--- config.mk ---
export PLATFORM = sky130hd
export DESIGN_NAME = dlsc_pcie_s6_inbound_header
export DESIGN_NICKNAME = d
export VERILOG_FILES = /design/src/rtl/dlsc_pcie_s6_inbound_header_pkg.sv /design/src/rtl/dlsc_pcie_s6_inbound_hdr_decode.sv /design/src/rtl/dlsc_pcie_s6_inbound_header.sv
export SDC_FILE = /design/constraint.sdc
export NUM_CORES = 1
export LEC_CHECK = 0
export BUFFER_PORTS_ARGS = -buffer_cell sky130_fd_sc_hd__buf_2
export CAP_MARGIN = 10
export CELL_PAD_IN_SITES_DETAIL_PLACEMENT = 0
export CELL_PAD_IN_SITES_GLOBAL_PLACEMENT = 1
export CORE_MARGIN = 4
export CORE_UTILIZATION = 38
export CTS_BUF_LIST = sky130_fd_sc_hd__clkbuf_16
export DETAILED_ROUTE_END_ITERATION = 8
export PLACE_DENSITY_LB_ADDON = 0.2
export RECOVER_POWER = 25
export SYNTH_ARGS = -nofsm -noshare
export SYNTH_HDL_FRONTEND = slang
export SYNTH_SLANG_ARGS = --single-unit
--- constraint.sdc ---
create_clock -name clk -period 3.6 [get_ports clk]
set_input_delay 0.54 -clock clk [delete_from_list [all_inputs] [get_ports clk]]
set_output_delay 0.54 -clock clk [all_outputs]
set_load 0.02 [all_outputs]
--- src/rtl/dlsc_pcie_s6_inbound_header_pkg.sv ---
// Shared TLP header codes, DW field positions and FSM encoding
// for the Spartan-6 inbound header parser.
package dlsc_pcie_s6_inbound_header_pkg;

  localparam logic [4:0] TYPE_MEM   = 5'b00000;
  localparam logic [1:0] FMT_3DW_ND = 2'b00;
  localparam logic [1:0] FMT_4DW_ND = 2'b01;
  localparam logic [1:0] FMT_3DW_D  = 2'b10;
  localparam logic [1:0] FMT_4DW_D  = 2'b11;

  localparam int FMT_LSB  = 29;
  localparam int TYPE_LSB = 24;
  localparam int TC_LSB   = 20;
  localparam int ATTR_LSB = 12;
  localparam int LEN_LSB  = 0;

  localparam int ID_LSB   = 16;
  localparam int TAG_LSB  = 8;
  localparam int LBE_LSB  = 4;
  localparam int FBE_LSB  = 0;

  typedef enum logic [2:0] {
    ST_HDR0,
    ST_HDR1,
    ST_HDR2,
    ST_HDR3,
    ST_DATA,
    ST_DROP
  } state_t;

  typedef enum logic [2:0] {
    K_MRD32,
    K_MRD64,
    K_MWR32,
    K_MWR64,
    K_OTHER
  } kind_t;

  // TRN is big-endian; the payload side is little-endian
  function automatic logic [31:0] bswap32(input logic [31:0] d);
    return {d[7:0], d[15:8], d[23:16], d[31:24]};
  endfunction

endpackage

--- src/rtl/dlsc_pcie_s6_inbound_hdr_decode.sv ---
// Classifies fmt/type of an inbound TLP and checks that a 64-bit
// address upper DW fits in the retained address width.
module dlsc_pcie_s6_inbound_hdr_decode
  import dlsc_pcie_s6_inbound_header_pkg::*;
#(
  parameter int ADDR = 32
) (
  input  logic [1:0]  fmt,
  input  logic [4:0]  typ,
  input  logic [31:0] addr_hi,
  output logic        supported,
  output logic        is_write,
  output logic        is_4dw,
  output logic        addr_ok
);

  localparam int SH = (ADDR > 32) ? ADDR - 32 : 0;

  kind_t kind;

  always_comb begin
    kind = K_OTHER;
    if (typ == TYPE_MEM) begin
      unique case (fmt)
        FMT_3DW_ND: kind = K_MRD32;
        FMT_4DW_ND: kind = K_MRD64;
        FMT_3DW_D:  kind = K_MWR32;
        FMT_4DW_D:  kind = K_MWR64;
        default:    kind = K_OTHER;
      endcase
    end
  end

  assign supported = (kind != K_OTHER);
  assign is_write  = (kind == K_MWR32) || (kind == K_MWR64);
  assign is_4dw    = (kind == K_MRD64) || (kind == K_MWR64);

  // shifting by 32 leaves zero, so ADDR=64 always passes
  assign addr_ok = ((addr_hi >> SH) == 32'd0);

endmodule

--- src/rtl/dlsc_pcie_s6_inbound_header.sv ---
// Parses inbound Spartan-6 TRN memory request headers and passes
// write payload through byte-swapped to little-endian.
module dlsc_pcie_s6_inbound_header
  import dlsc_pcie_s6_inbound_header_pkg::*;
#(
  parameter int ADDR = 32
) (
  input  logic            clk,
  input  logic            rst,
  input  logic [31:0]     trn_rd,
  input  logic            trn_rsof_n,
  input  logic            trn_reof_n,
  input  logic            trn_rsrc_rdy_n,
  output logic            trn_rdst_rdy_n,
  input  logic            tlp_h_ready,
  output logic            tlp_h_valid,
  output logic            tlp_h_write,
  output logic [ADDR-3:0] tlp_h_addr,
  output logic [9:0]      tlp_h_len,
  output logic [3:0]      tlp_h_be_first,
  output logic [3:0]      tlp_h_be_last,
  output logic [15:0]     tlp_h_id,
  output logic [7:0]      tlp_h_tag,
  output logic [2:0]      tlp_h_tc,
  output logic [1:0]      tlp_h_attr,
  input  logic            tlp_d_ready,
  output logic            tlp_d_valid,
  output logic [31:0]     tlp_d_data,
  output logic            tlp_d_last,
  output logic            err_unsupported,
  output logic            err_malformed
);

  state_t      st;
  logic        acc;
  logic        sof;
  logic        eof;
  logic        rdy_n;
  logic        in_data;
  logic        is_4dw;
  logic [31:0] addr_hi;
  logic [10:0] cnt;
  logic [10:0] cnt_nx;
  logic [10:0] len_n;
  logic [61:0] addr_full;
  logic        dec_sup;
  logic        dec_wr;
  logic        dec_4dw;
  logic        dec_hi_ok;

  dlsc_pcie_s6_inbound_hdr_decode #(
    .ADDR (ADDR)
  ) u_decode (
    .fmt       (trn_rd[FMT_LSB +: 2]),
    .typ       (trn_rd[TYPE_LSB +: 5]),
    .addr_hi   (trn_rd),
    .supported (dec_sup),
    .is_write  (dec_wr),
    .is_4dw    (dec_4dw),
    .addr_ok   (dec_hi_ok)
  );

  assign sof = !trn_rsof_n;
  assign eof = !trn_reof_n;

  always_comb begin
    rdy_n = 1'b0;
    unique case (st)
      ST_HDR0: rdy_n = tlp_h_valid;
      ST_DATA: rdy_n = !tlp_d_ready;
      default: rdy_n = 1'b0;
    endcase
  end

  assign trn_rdst_rdy_n = rdy_n;
  assign acc            = !trn_rsrc_rdy_n && !rdy_n;

  // a zero length field means 1024 DWs
  assign len_n     = (tlp_h_len == 10'd0) ? 11'd1024
                                          : {1'b0, tlp_h_len};
  assign cnt_nx    = cnt + 11'd1;
  assign addr_full = {addr_hi, trn_rd[31:2]};

  assign in_data     = (st == ST_DATA);
  assign tlp_d_valid = in_data && !trn_rsrc_rdy_n;
  assign tlp_d_data  = bswap32(trn_rd);
  assign tlp_d_last  = in_data && (eof || (cnt_nx == len_n));

  always_ff @(posedge clk) begin
    if (rst) begin
      st              <= ST_HDR0;
      tlp_h_valid     <= 1'b0;
      tlp_h_write     <= 1'b0;
      tlp_h_addr      <= '0;
      tlp_h_len       <= '0;
      tlp_h_be_first  <= '0;
      tlp_h_be_last   <= '0;
      tlp_h_id        <= '0;
      tlp_h_tag       <= '0;
      tlp_h_tc        <= '0;
      tlp_h_attr      <= '0;
      err_unsupported <= 1'b0;
      err_malformed   <= 1'b0;
      is_4dw          <= 1'b0;
      addr_hi         <= '0;
      cnt             <= '0;
    end else begin
      err_unsupported <= 1'b0;
      err_malformed   <= 1'b0;
      if (tlp_h_valid && tlp_h_ready) begin
        tlp_h_valid <= 1'b0;
      end
      if (acc) begin
        unique case (st)
          ST_HDR0: begin
            if (!sof) begin
              err_malformed <= 1'b1;
            end else begin
              tlp_h_tc    <= trn_rd[TC_LSB +: 3];
              tlp_h_attr  <= trn_rd[ATTR_LSB +: 2];
              tlp_h_len   <= trn_rd[LEN_LSB +: 10];
              tlp_h_write <= dec_wr;
              is_4dw      <= dec_4dw;
              if (!dec_sup) begin
                err_unsupported <= 1'b1;
                st <= eof ? ST_HDR0 : ST_DROP;
              end else if (eof) begin
                err_malformed <= 1'b1;
              end else begin
                st <= ST_HDR1;
              end
            end
          end
          ST_HDR1: begin
            tlp_h_id       <= trn_rd[ID_LSB +: 16];
            tlp_h_tag      <= trn_rd[TAG_LSB +: 8];
            tlp_h_be_last  <= trn_rd[LBE_LSB +: 4];
            tlp_h_be_first <= trn_rd[FBE_LSB +: 4];
            addr_hi        <= '0;
            if (eof) begin
              err_malformed <= 1'b1;
              st <= ST_HDR0;
            end else begin
              st <= ST_HDR2;
            end
          end
          ST_HDR2, ST_HDR3: begin
            if (st == ST_HDR2 && is_4dw) begin
              if (!dec_hi_ok) begin
                err_unsupported <= 1'b1;
                st <= eof ? ST_HDR0 : ST_DROP;
              end else if (eof) begin
                err_malformed <= 1'b1;
                st <= ST_HDR0;
              end else begin
                addr_hi <= trn_rd;
                st <= ST_HDR3;
              end
            end else begin
              tlp_h_addr <= addr_full[ADDR-3:0];
              if (tlp_h_write && eof) begin
                // a write with no payload beat is discarded
                err_malformed <= 1'b1;
                st <= ST_HDR0;
              end else begin
                tlp_h_valid <= 1'b1;
                if (tlp_h_write) begin
                  st <= ST_DATA;
                end else if (eof) begin
                  st <= ST_HDR0;
                end else begin
                  err_malformed <= 1'b1;
                  st <= ST_DROP;
                end
              end
            end
          end
          ST_DATA: begin
            cnt <= cnt_nx;
            if (eof) begin
              if (cnt_nx != len_n) begin
                err_malformed <= 1'b1;
              end
              cnt <= '0;
              st  <= ST_HDR0;
            end else if (cnt_nx == len_n) begin
              err_malformed <= 1'b1;
              cnt <= '0;
              st  <= ST_DROP;
            end
          end
          ST_DROP: begin
            if (eof) begin
              st <= ST_HDR0;
            end
          end
          default: st <= ST_HDR0;
        endcase
      end
    end
  end

endmodule

==> Word level (Yosys, flattened, before mapping) <==
Index checks and enable logic that the tools add are counted.
{ "totals": {"reg_bits": 96, "input_bits": 39, "output_inout_bits": 116} }
{ "op_classes": {"eq_ne": 18, "mux": 42, "bitwise_logic": 3, "reduce_logical": 25, "add_sub_neg": 1} }
{ "op_table": {"columns": ["cell", "count"], "rows": [
  ["$mux 3", 12],
  ["$mux 11", 3],
  ["$logic_not 32->1", 1],
  ["$mux 1", 20],
  ["$pmux 3 s5", 1],
  ["$eq 3x2->1 const B", 4],
  ["$pmux 3 s4", 1],
  ["$add 11x1->11 const B", 1],
  ["$eq 11x11->1", 1],
  ["$ne 11x11->1", 1],
  ["$logic_not 10->1", 1],
  ["$eq 3x1->1 const B", 2],
  ["$eq 3x3->1 const B", 2],
  ["$logic_and 1x1->1", 6],
  ["$ne 3x3->1 const B", 2],
  ["$reduce_and 3->1", 2],
  ["$logic_not 5->1", 1],
  ["$reduce_and 5->1", 1],
  ["$eq 2x2->1 const B", 2],
  ["$logic_not 1->1", 4],
  ["$mux 2", 2],
  ["$ne 2x2->1 const B", 2],
  ["$pmux 1 s2", 2],
  ["$pmux 1 s4", 1],
  ["other kinds (8)", 14]
]} }

==> Logic depth before layout (Yosys ltp) <==
Gate-level depths: netlist (run 1).
{ "logic_depth": {"ltp_word": 7, "depth_mapped": 12, "mapped_depth_nobuf": 12} }

==> By module <==
From an unflattened synthesis (run 1), not the netlist that was laid out.
{ "unflattened": {"hier_cells": 565, "hier_area_um2": 4469.3} }
{ "modules_own_cells": {"columns": ["mod", "area_per_inst_um2", "seq_area_each_um2", "n_inst", "cells_per_inst"], "rows": [
  ["dlsc_pcie_s6_inbound_header", 4367.9, 1921.8, 1, 550],
  ["dlsc_pcie_s6_inbound_hdr_decode", 101.3, 0.0, 1, 15]
]} }

==> Worst setup path before layout (run 1) <==
OpenSTA, ideal clock, no wires.
{ "synth_timing": {"path_type": "register -> output", "startpoint": "register cnt[0]", "endpoint": "output port tlp_d_last", "t_required_ns": 3.060, "setup_slack_ns": 1.133, "n_path_buf": 0, "path_stages_with_launch": 9, "t_arrival_ns": 1.927, "cell_sequence": "dfxtp_1 ha_1 and3_1 and4_1 o2111ai_1 a211oi_1 nand3_1 ha_1 nor2_1"} }
{ "synth_between": {"elab_chain_cells": 4} }
{ "synth_lines": {"columns": ["element", "line", "text"], "rows": [
  ["start, declared", "dlsc_pcie_s6_inbound_header.sv:42", "logic [10:0] cnt;"],
  ["start signal, assigned", "dlsc_pcie_s6_inbound_header.sv:179", "cnt <= cnt_nx;"],
  ["$add 11x1->11", "dlsc_pcie_s6_inbound_header.sv:81", "assign cnt_nx = cnt + 11'd1;"],
  ["$eq 11x11->1", "dlsc_pcie_s6_inbound_header.sv:87", "assign tlp_d_last = in_data && (eof || (cnt_nx == len_n));"],
  ["$logic_or 1x1->1", "dlsc_pcie_s6_inbound_header.sv:87", null],
  ["$logic_and 1x1->1", "dlsc_pcie_s6_inbound_header.sv:87", null],
  ["end, declared", "dlsc_pcie_s6_inbound_header.sv:29", "output logic tlp_d_last,"]
]} }
No other way between the ends.

==> Worst setup path after layout (run 1) <==
{ "layout_timing": {"startpoint": "register cnt[2]", "endpoint": "output port tlp_d_last"} }
Same word-level chain as after synthesis.

==> results of run 1 <==
state kept, by name, summed over array words and instances (netlist names):
register / count
tlp_h_id: 16
err_unsupported: 1
tlp_h_tag: 8
err_malformed: 1
st: 3
tlp_h_be_last: 4
tlp_h_attr: 2
tlp_h_len: 10
tlp_h_addr: 30
is_4dw: 1
tlp_h_valid: 1
tlp_h_tc: 3
tlp_h_write: 1
tlp_h_be_first: 4
cnt: 11
final cells by class:
| class | instances | area share [%] |
|---|---|---|
| clock inverters | 7 | 1.63 |
| clock buffers | 9 | 4.24 |
| inverters | 7 | 0.495 |
| flip-flops and latches | 96 | 36.2 |
| repair buffers | 161 | 14.2 |
| well taps | 143 | 3.37 |
| multi-input cells | 390 | 39.8 |
logic make-up after synthesis:
group / count (synthesis)
AO/OA/AOI/OAI: 100
XOR/XNOR: 17
adder cells (fa/ha/maj): 5
buffers and inverters: 72
flip-flops: 96
multiplexers: 21
AND/OR/NAND/NOR: 247
layer usage:
metal / wire length, microns / share of wire (%) / vias up
met5: 0 / 0 / -
met4: 203 / 1.5 / 0
met3: 774 / 5.9 / 11
met2: 6150 / 47 / 113
met1: 5990 / 46 / 1936
li1: - / - / 2064
stage by stage:
step	utilization, %	cell area [sq um]	hold WS, ns
after CTS	47.1	5380	0.449
final	46.5	5310	0.455
after detailed placement	44.4	5070	0.444
after global placement	44.4	5070	0.440
after global routing	46.5	5310	0.459
after floorplan	-	4440	0.455
worst max-delay path: stages (launching register included):
cell	delay, ns
dfxtp_1	0.50
nand3_1	0.23
and2_1	0.22
o32a_1	0.32
a211oi_1	0.28
nand3_1	0.16
ha_1	0.21
nor2_1	0.09
buf_2	0.17
final timing paths:
kind                       start              to  slack (ns)
setup / recovery          cnt[2]      tlp_d_last        0.53
hold / removal    tlp_h_addr[14]  tlp_h_addr[14]        0.45
setup reg to reg          cnt[2]   err_malformed        0.88
hold reg to reg   tlp_h_addr[14]  tlp_h_addr[14]        0.45
layout by cell type, fill, tap and decap left out, types with 3 or more instances in the layout:
cell type	count
nand2_1	138
buf_2	101
dfxtp_1	96
a21oi_1	69
clkbuf_1	53
nor2_1	46
mux2i_1	20
nand3_1	15
xor2_1	9
clkbuf_16	9
xnor2_1	8
inv_1	7
buf_4	7
nor3_1	6
or4_1	6
o21ai_1	5
ha_1	5
nand4_1	4
or3_1	4
nand2b_1	4
nor4_1	4
and2_1	3
o21ai_0	3
and3_1	3
clkinv_1	3
power breakdown:
part | switching [mW] | internal [mW]
clock | 0.410 | 0.601
combinational | 0.194 | 0.0958
sequential | 0.0266 | 1.09
==> metrics.txt, run 1 <==
status=finished clean; first-pass GRT wire length=20900 microns; RSZ-0062 raised after global routing=false; Max FO, Critical Path=9; Rows=39; Setup WS post-layout=0.533 ns; Core ar.=11400 sq um; nets=709; TritonCTS Buffers=9; Post-Synthesis Cell Area=4440 sq um; Total GRT Usage=19.9%; critical path class=reg2out; Initial Util=38.8%; remaining global-route overflow=0; detailed-route via count=4124; minimum clock period=3.07 ns; Leakage Power=2.09 nW; share of the synthesized area in the top cell type=43.3%; # DRC=0; Layout Cells excl Fill=813; CP Data Arrival Time=2.53 ns; cell accounting for the most synthesized area=dfxtp_1; CTS root buf=clkbuf_16; Resized cells post-CTS=0; # IOs=155; Syn Area/Cell=7.95 sq um; xor and xnor area share after synthesis=3.36%; proportion of synthesized area in mux cells=4.77%; largest net degree at the start of global routing=87; post-DP HPWL=9310 microns; main combinational cell family by area after synthesis=simple AND/OR/NAND/NOR gates; Final Power=2.41 mW; Worst setup EP type=output pin; most numerous cell in the Yosys netlist=nand2_1; Max Fclk=326 MHz; area grow syn2layout=19.8%; final worst-path cycle share=85.2%; DR pass1 iterations=4; Post-synth top flop=dfxtp_1; routed len/inst=16.1 microns; Global Route met2 Usage=31.8%; RD Place Congestion=0.862; busiest grt layer=met2; Seq. cell area=1920 sq um; Sum Neg Setup Slack=0 ns; Synth Area in Adders=1.41%; Power Dens Cells=454 nW/um^2; Multi-input gate area=2120 sq um; met1 GRT Util=26.1%; Max IR drop VDD=0.000260 V; post-synthesis sequential area ratio=43.3%; maximum buffer depth of the clock tree=2; final setup fails=0; count of cell types in the netlist=51; final wirelength=13100 microns; syn_nets=602; worst min-delay path class=reg2reg; vias in the first global route=3945; startpoint types=flop; DR iter-0 viols=181; Slew @ Worst Pin=0.914 ns; Layout fillers=1221; clock skew=0.00766 ns; commonest cells in the netlist=138 x nand2_1, 96 x dfxtp_1, 69 x a21oi_1, 46 x nor2_1, 32 x buf_4; Die ar.=13500 sq um; die outline height=116 microns; ANT cells=0; CTS tree=built; vias per cell=5.07; simple-gate share of the synthesized area=24.9%; Hold-fix buffers, CTS=0; Ys Warns=0; Post-synth EDFFs=0; Synth Area in Compound Gates=13.1%; WP data required=3.06 ns; Die Wd=116 microns; cell count after synthesis=558; #FFs+latches synth=96; Port Buffers=154; # Post-CTS Setup Buffers=0; GR Layer Usage met3=4.70%; number of max-cap violations=0; R2R depth=11; H-tree depth=3; top cells by area, synth=dfxtp_1 43%, nand2_1 12%, a21oi_1 7.8%; Clock Latency Late Sink=0.35 ns; placed cells=797; fraction of registers with async set/reset=0%; clk sinks=96; initial antenna violation count=0; slew margin rel.=39.1%; Routed Antenna Nets=0; Hold Vio Cnt, Final=0; Hold Path Depth=2; Final Slew Violations=0; share of cells above drive strength 1=19.1%; pre-CTS setup slack=0.899 ns; Worst-path clk slew=0.07 ns
(Power assumes the default switching activity.)
==> run 2: changes to the inputs <==
--- a/config.mk
+++ b/config.mk
@@ -14,7 +14,7 @@
 export CTS_BUF_LIST = sky130_fd_sc_hd__clkbuf_16
 export DETAILED_ROUTE_END_ITERATION = 8
 export PLACE_DENSITY_LB_ADDON = 0.2
-export RECOVER_POWER = 25
+export RECOVER_POWER = 100
 export SYNTH_ARGS = -nofsm -noshare
 export SYNTH_HDL_FRONTEND = slang
 export SYNTH_SLANG_ARGS = --single-unit
==> run 2 against run 1 <==
  * The flow now finishes with violations (max-capacitance violations, max-slew violations)
  * Die area did not move
  * Sequential share of layout area rose by 0.77 points
  * Non-clock buffer count did not move
  * Fmax fell by 2.9%
  * Design area fell by 2.1%
  * Largest cell class unchanged
==> metrics.txt, run 2 (synthesis results as in run 1) <==
DR pass1 iterations=4 (unchanged); pre-CTS setup slack=0.899 ns (unchanged); final worst-path cycle share=87.7% (was 85.2%); maximum buffer depth of the clock tree=2 (unchanged); Seq. cell area=1920 sq um (unchanged); clock power share=42.0% (was 41.9%); CP Data Arrival Time=2.62 ns (was 2.53 ns); routed len/inst=16.1 microns (about the same); vias in the first global route=3945 (unchanged); CP max-delay cell=dfxtp_1 (unchanged); remaining global-route overflow=0 (unchanged); failing checks=max-capacitance violations, max-slew violations; Resized cells post-CTS=0 (unchanged); Final Slew Violations=33 (was 0); Comb power frac=11.7% (was 12.0%); Net Sw Frac=26.1% (about the same); Final Power=2.40 mW (was 2.41 mW); # DRC=0 (unchanged); clock skew=0.00664 ns (was 0.00766 ns); CTS tree=built (unchanged); die outline height=116 microns (unchanged); minimum clock period=3.16 ns (was 3.07 ns); Biggest register=tlp_h_addr (unchanged); initial antenna violation count=0 (unchanged); # IOs=155 (unchanged); critical path class=reg2out (unchanged); number of max-cap violations=1 (was 0); Worst setup EP type=output pin (unchanged); Setup WS post-layout=0.442 ns (was 0.533 ns); Max Fclk=317 MHz (was 326 MHz); final wirelength=13100 microns (about the same); final setup fails=0 (unchanged); Total GRT Usage=19.9% (unchanged); Layout fillers=1245 (was 1221); Routed Antenna Nets=0 (unchanged); Leakage Power=1.81 nW (was 2.09 nW); ANT cells=0 (unchanged); detailed-route via count=4119 (was 4124); max reg flops=30 (unchanged); DR iter-0 viols=197 (was 181); Flop pwr share=46.3% (was 46.1%); H-tree depth=3 (unchanged); Slew @ Worst Pin=1.65 ns (was 0.914 ns); Placed Area=5070 sq um (unchanged); share of cells above drive strength 1=8.81% (was 19.1%); WP data required=3.06 ns (about the same); final core occ=45.6% (was 46.5%); Layout Cells excl Fill=813 (unchanged); Hold-fix buffers, CTS=0 (unchanged); Rows=39 (unchanged); Die Wd=116 microns (unchanged); status=finished with violations (was finished clean); Power Dens Cells=462 nW/um^2 (was 454 nW/um^2); Core ar.=11400 sq um (unchanged); startpoint types=flop (unchanged); Initial Util=38.8% (unchanged); nets=709 (unchanged); Regs by FF count=tlp_h_addr (30), tlp_h_id (16), cnt (11) (unchanged); Port Buffers=154 (unchanged); worst min-delay path class=reg2reg (unchanged); Final Cell Area=5200 sq um (was 5310 sq um); area grow syn2layout=17.3% (was 19.8%); TritonCTS Buffers=9 (unchanged); slew margin rel.=-9.80% (was 39.1%); placed cells=797 (unchanged); Max FO, Critical Path=9 (unchanged); RSZ-0062 raised after global routing=false (unchanged); Top cell by count, worst path=nand3_1 (unchanged); Die ar.=13500 sq um (unchanged); # Post-CTS Setup Buffers=0 (unchanged); Max IR drop VDD=0.000260 V (about the same); post-DP HPWL=9310 microns (unchanged); clk sinks=96 (unchanged); WHS=0.455 ns (about the same); most frequent cells in the layout=138 x nand2_1, 119 x clkbuf_1, 96 x dfxtp_1 (was 138 x nand2_1, 101 x buf_2, 96 x dfxtp_1); Internal=1.78 mW (about the same); first-pass GRT wire length=20900 microns (unchanged); Sum Neg Setup Slack=0 ns (unchanged); Multi-input gate area=2100 sq um (was 2120 sq um); total net switching power=0.627 mW (was 0.630 mW); Cell Chain, Critical Path=nand3_1 -> and2_0 -> o32a_1 -> a211oi_1 -> nand3_1 -> ha_1 -> nor2_1 -> clkbuf_1 (was nand3_1 -> and2_1 -> o32a_1 -> a211oi_1 -> nand3_1 -> ha_1 -> nor2_1 -> buf_2); largest net degree at the start of global routing=87 (unchanged); RD Place Congestion=0.862 (unchanged); Worst-path clk slew=0.07 ns (about the same); max incr delay on CP=0.50 ns (about the same); Hold Vio Cnt, Final=0 (unchanged); Clock Latency Late Sink=0.35 ns (about the same); most common cell after layout, fill and taps aside=nand2_1 (unchanged); vias per cell=5.07 (about the same); CTS root buf=clkbuf_16 (unchanged)
run 2: cell types whose count changed in the layout (fill, tap and decap cells not counted), sizes merged:
cell,delta
clkbuf,+66
buf,-66
run 2: routing by layer:
layer / global-route usage, % / routed length (microns) / up-vias / part of all wire (%)
met5: 0 / 0 / - / 0
met4: 7.73 / 203 / 0 / 1.5
met3: 4.70 / 792 / 11 / 6.0
met2: 31.8 / 6170 / 103 / 47
met1: 26.1 / 5950 / 1938 / 45
li1: - / - / 2067 / -
run 2: cell type report:
type	count	share of cell area [%]
Timing Repair Buffer	161	12.8
Inverter	7	0.505
Sequential cell	96	36.9
Tap cell	143	3.44
Clock buffer	9	4.33
Multi-Input combinational cell	390	40.3
Clock inverter	7	1.66
run 2: worst paths after layout:
| path | startpoint | endpoint | slack (ns) | depth (start not counted) |
|---|---|---|---|---|
| worst max-delay path | cnt[2] | tlp_d_last | 0.44 | 8 |
| worst min-delay path | tlp_h_addr[14] | tlp_h_addr[14] | 0.46 | 2 |
| worst max register to register | st[2] | tlp_h_len[7] | 0.79 | 6 |
| worst min register to register | tlp_h_addr[14] | tlp_h_addr[14] | 0.46 | 2 |
run 2: worst max-delay path: cells and delay by family, from the launching register on:
| kind | cells | cell delay, ns |
|---|---|---|
| AO/OA/AOI/OAI | 2 | 0.61 |
| adder cells (fa/ha/maj) | 1 | 0.21 |
| buffers and inverters | 1 | 0.24 |
| flip-flops | 1 | 0.50 |
| AND/OR/NAND/NOR | 4 | 0.70 |
run 2: power groups by stage:
stage          Combinational, mW  Sequential [mW]  Clock [mW]
2_1_floorplan              0.182             1.15           0
3_3_place_gp               0.295             1.14           0
3_5_place_dp               0.298             1.14           0
4_1_cts                    0.299             1.11        1.04
5_1_grt                    0.309             1.12        1.09
6_report                   0.281             1.11        1.01
==> run 3: changes to the inputs <==
--- a/config.mk
+++ b/config.mk
@@ -15,6 +15,7 @@
 export DETAILED_ROUTE_END_ITERATION = 8
 export PLACE_DENSITY_LB_ADDON = 0.2
 export RECOVER_POWER = 100
+export REMOVE_ABC_BUFFERS = 1
 export SYNTH_ARGS = -nofsm -noshare
 export SYNTH_HDL_FRONTEND = slang
 export SYNTH_SLANG_ARGS = --single-unit
==> run 3 against run 2 <==
  * The flow still finishes with violations (max-capacitance violations, max-slew violations)
  * Global-route usage is 0.83 points lower
  * Clock power hardly changed
  * Design area hardly changed
  * Sequential share of layout area hardly changed
  * First-iteration DRC count is 3.6% higher
  * Wire length is 2.7% lower
==> metrics.txt, run 3 (synthesis results as in run 1) <==
status=finished with violations (unchanged); failing checks=max-capacitance violations, max-slew violations (unchanged); CP Buf/Inv Count=1 (unchanged); Setup WS post-layout=0.378 ns (was 0.442 ns); most common cell after layout, fill and taps aside=nand2_1 (unchanged); clk sinks=96 (unchanged); TritonCTS Buffers=9 (unchanged); Multi-input gate area=2090 sq um (was 2100 sq um); Total GRT Usage=19.1% (was 19.9%); Hold Path Origin=tlp_h_tag[0] (was tlp_h_addr[14]); clock skew=0.00518 ns (was 0.00664 ns); Worst Hold End=tlp_h_tag[0] (was tlp_h_addr[14]); Seq. cell area=1920 sq um (unchanged); max incr delay on CP=0.43 ns (was 0.50 ns); minimum clock period=3.22 ns (was 3.16 ns); vias in the first global route=4032 (was 3945); final setup fails=0 (unchanged); Port Buffers=154 (unchanged); Cell Chain, Critical Path=ha_1 -> and3_1 -> and4_1 -> o2111ai_1 -> a211oi_1 -> nand3_1 -> ha_1 -> nor2_1 -> clkbuf_1 (was nand3_1 -> and2_0 -> o32a_1 -> a211oi_1 -> nand3_1 -> ha_1 -> nor2_1 -> clkbuf_1); Worst path top cell family by delay=simple AND/OR/NAND/NOR gates (unchanged); Rows=39 (unchanged); largest net degree at the start of global routing=87 (unchanged); Resized cells post-CTS=0 (unchanged); routed len/inst=15.7 microns (was 16.1 microns); max reg flops=30 (unchanged); Worst-path clk slew=0.06 ns (was 0.07 ns); Routed Antenna Nets=0 (unchanged); detailed-route via count=4096 (was 4119); R2R depth=6 (unchanged); # Post-CTS Setup Buffers=0 (unchanged); final wirelength=12800 microns (was 13100 microns); Power Dens Cells=461 nW/um^2 (was 462 nW/um^2); CTS tree=built (unchanged); r2r endpoint=tlp_h_len[7] (unchanged); worst min-delay path class=reg2reg (unchanged); reg-to-reg critical path startpoint=st[2] (unchanged); die outline height=116 microns (unchanged); RSZ-0062 raised after global routing=false (unchanged); Initial Util=38.8% (unchanged); Top cell by count, worst path=ha_1 (was nand3_1); Regs by FF count=tlp_h_addr (30), tlp_h_id (16), cnt (11) (unchanged); Max FO, Critical Path=7 (was 9); Slew @ Worst Pin=1.56 ns (was 1.65 ns); Biggest register=tlp_h_addr (unchanged); Core ar.=11400 sq um (unchanged); number of max-cap violations=1 (unchanged); vias per cell=5.03 (was 5.07); critical path class=reg2out (unchanged); startpoint types=flop (unchanged); initial antenna violation count=0 (unchanged); CTS root buf=clkbuf_16 (unchanged); CP max-delay cell=dfxtp_1 (unchanged); Sum Neg Setup Slack=0 ns (unchanged); RD Place Congestion=0.888 (was 0.862); Die Wd=116 microns (unchanged); CP Data Arrival Time=2.68 ns (was 2.62 ns); DR pass1 iterations=4 (unchanged); Worst setup EP type=output pin (unchanged); Max Fclk=310 MHz (was 317 MHz); post-DP HPWL=8920 microns (was 9310 microns); slew margin rel.=-4.29% (was -9.80%); final core occ=45.6% (about the same); Final Power=2.40 mW (about the same); H-tree depth=3 (unchanged); # IOs=155 (unchanged); first-pass GRT wire length=20200 microns (was 20900 microns); Hold Path Depth=2 (unchanged); Hold-fix buffers, CTS=0 (unchanged); remaining global-route overflow=0 (unchanged); Leakage Power=1.81 nW (about the same); share of cells above drive strength 1=8.66% (was 8.81%); final worst-path cycle share=89.5% (was 87.7%); nets=709 (unchanged); # DRC=0 (unchanged); most frequent cells in the layout=138 x nand2_1, 119 x clkbuf_1, 96 x dfxtp_1 (unchanged); Reg2Reg Setup Slack=0.76 ns (was 0.79 ns); pre-CTS setup slack=0.850 ns (was 0.899 ns); Die ar.=13500 sq um (unchanged); WP data required=3.06 ns (about the same); Clock Latency Late Sink=0.34 ns (was 0.35 ns); Layout fillers=1256 (was 1245); DR iter-0 viols=204 (was 197); maximum buffer depth of the clock tree=2 (unchanged); area grow syn2layout=17.3% (about the same); Hold Vio Cnt, Final=0 (unchanged); Final Slew Violations=31 (was 33); Max IR drop VDD=0.000177 V (was 0.000260 V)
run 3: changes by cell type in the layout (fill, tap and decap cells not counted):
cell        change
and4_1          +1
clkinv_4        +1
and4_2          -1
clkinvlp_4      -1
diode_2         +1
clkinv_1        -1
inv_1           +1
run 3: layer usage:
layer / vias to the layer above / routed length [microns] / track usage, %
li1: 2072 / - / -
met1: 1884 / 5710 / 25.1
met2: 127 / 5850 / 30.3
met3: 13 / 984 / 5.27
met4: 0 / 204 / 6.26
met5: - / 0 / 0
run 3: final cells by class:
type	count	share of cell area, %
multi-input cells	390	40.3
flip-flops and latches	96	36.9
clock inverters	7	1.68
diodes	1	0.0481
clock buffers	9	4.33
inverters	7	0.505
well taps	143	3.44
repair buffers	161	12.8
run 3: how the worst max path moves through the flow:
| stage | startpoint | endpoint | slack (ns) | depth (start not counted) |
|---|---|---|---|---|
| after floorplan | st[0] | tlp_h_be_first[0] | 1.06 | 4 |
| after global placement | cnt[2] | tlp_d_last | 0.94 | 8 |
| after detailed placement | cnt[0] | tlp_d_last | 0.85 | 9 |
| after CTS | cnt[0] | tlp_d_last | 0.44 | 9 |
| after global routing | cnt[0] | tlp_d_last | 0.11 | 9 |
| final | cnt[0] | tlp_d_last | 0.38 | 9 |
run 3: stage by stage:
step	area (sq um)	hold slack [ns]	cells
detailed placement	5070	0.446	797
global placement	5070	0.439	797
floorplan	4060	0.449	493
global route	5200	0.464	813
finish	5200	0.457	814
CTS	5380	0.452	813
run 3: where the power goes:
group          switching, mW  internal (mW)
Combinational          0.188         0.0887
Sequential            0.0276           1.09
Clock                  0.406          0.603
Total                  0.622           1.78
run 3: worst min-delay path: cells and delay by family, from the launching register on:
family / cells / cell delay, ns
compound gates: 1 / 0.05
flops: 1 / 0.31
simple gates: 1 / 0.05
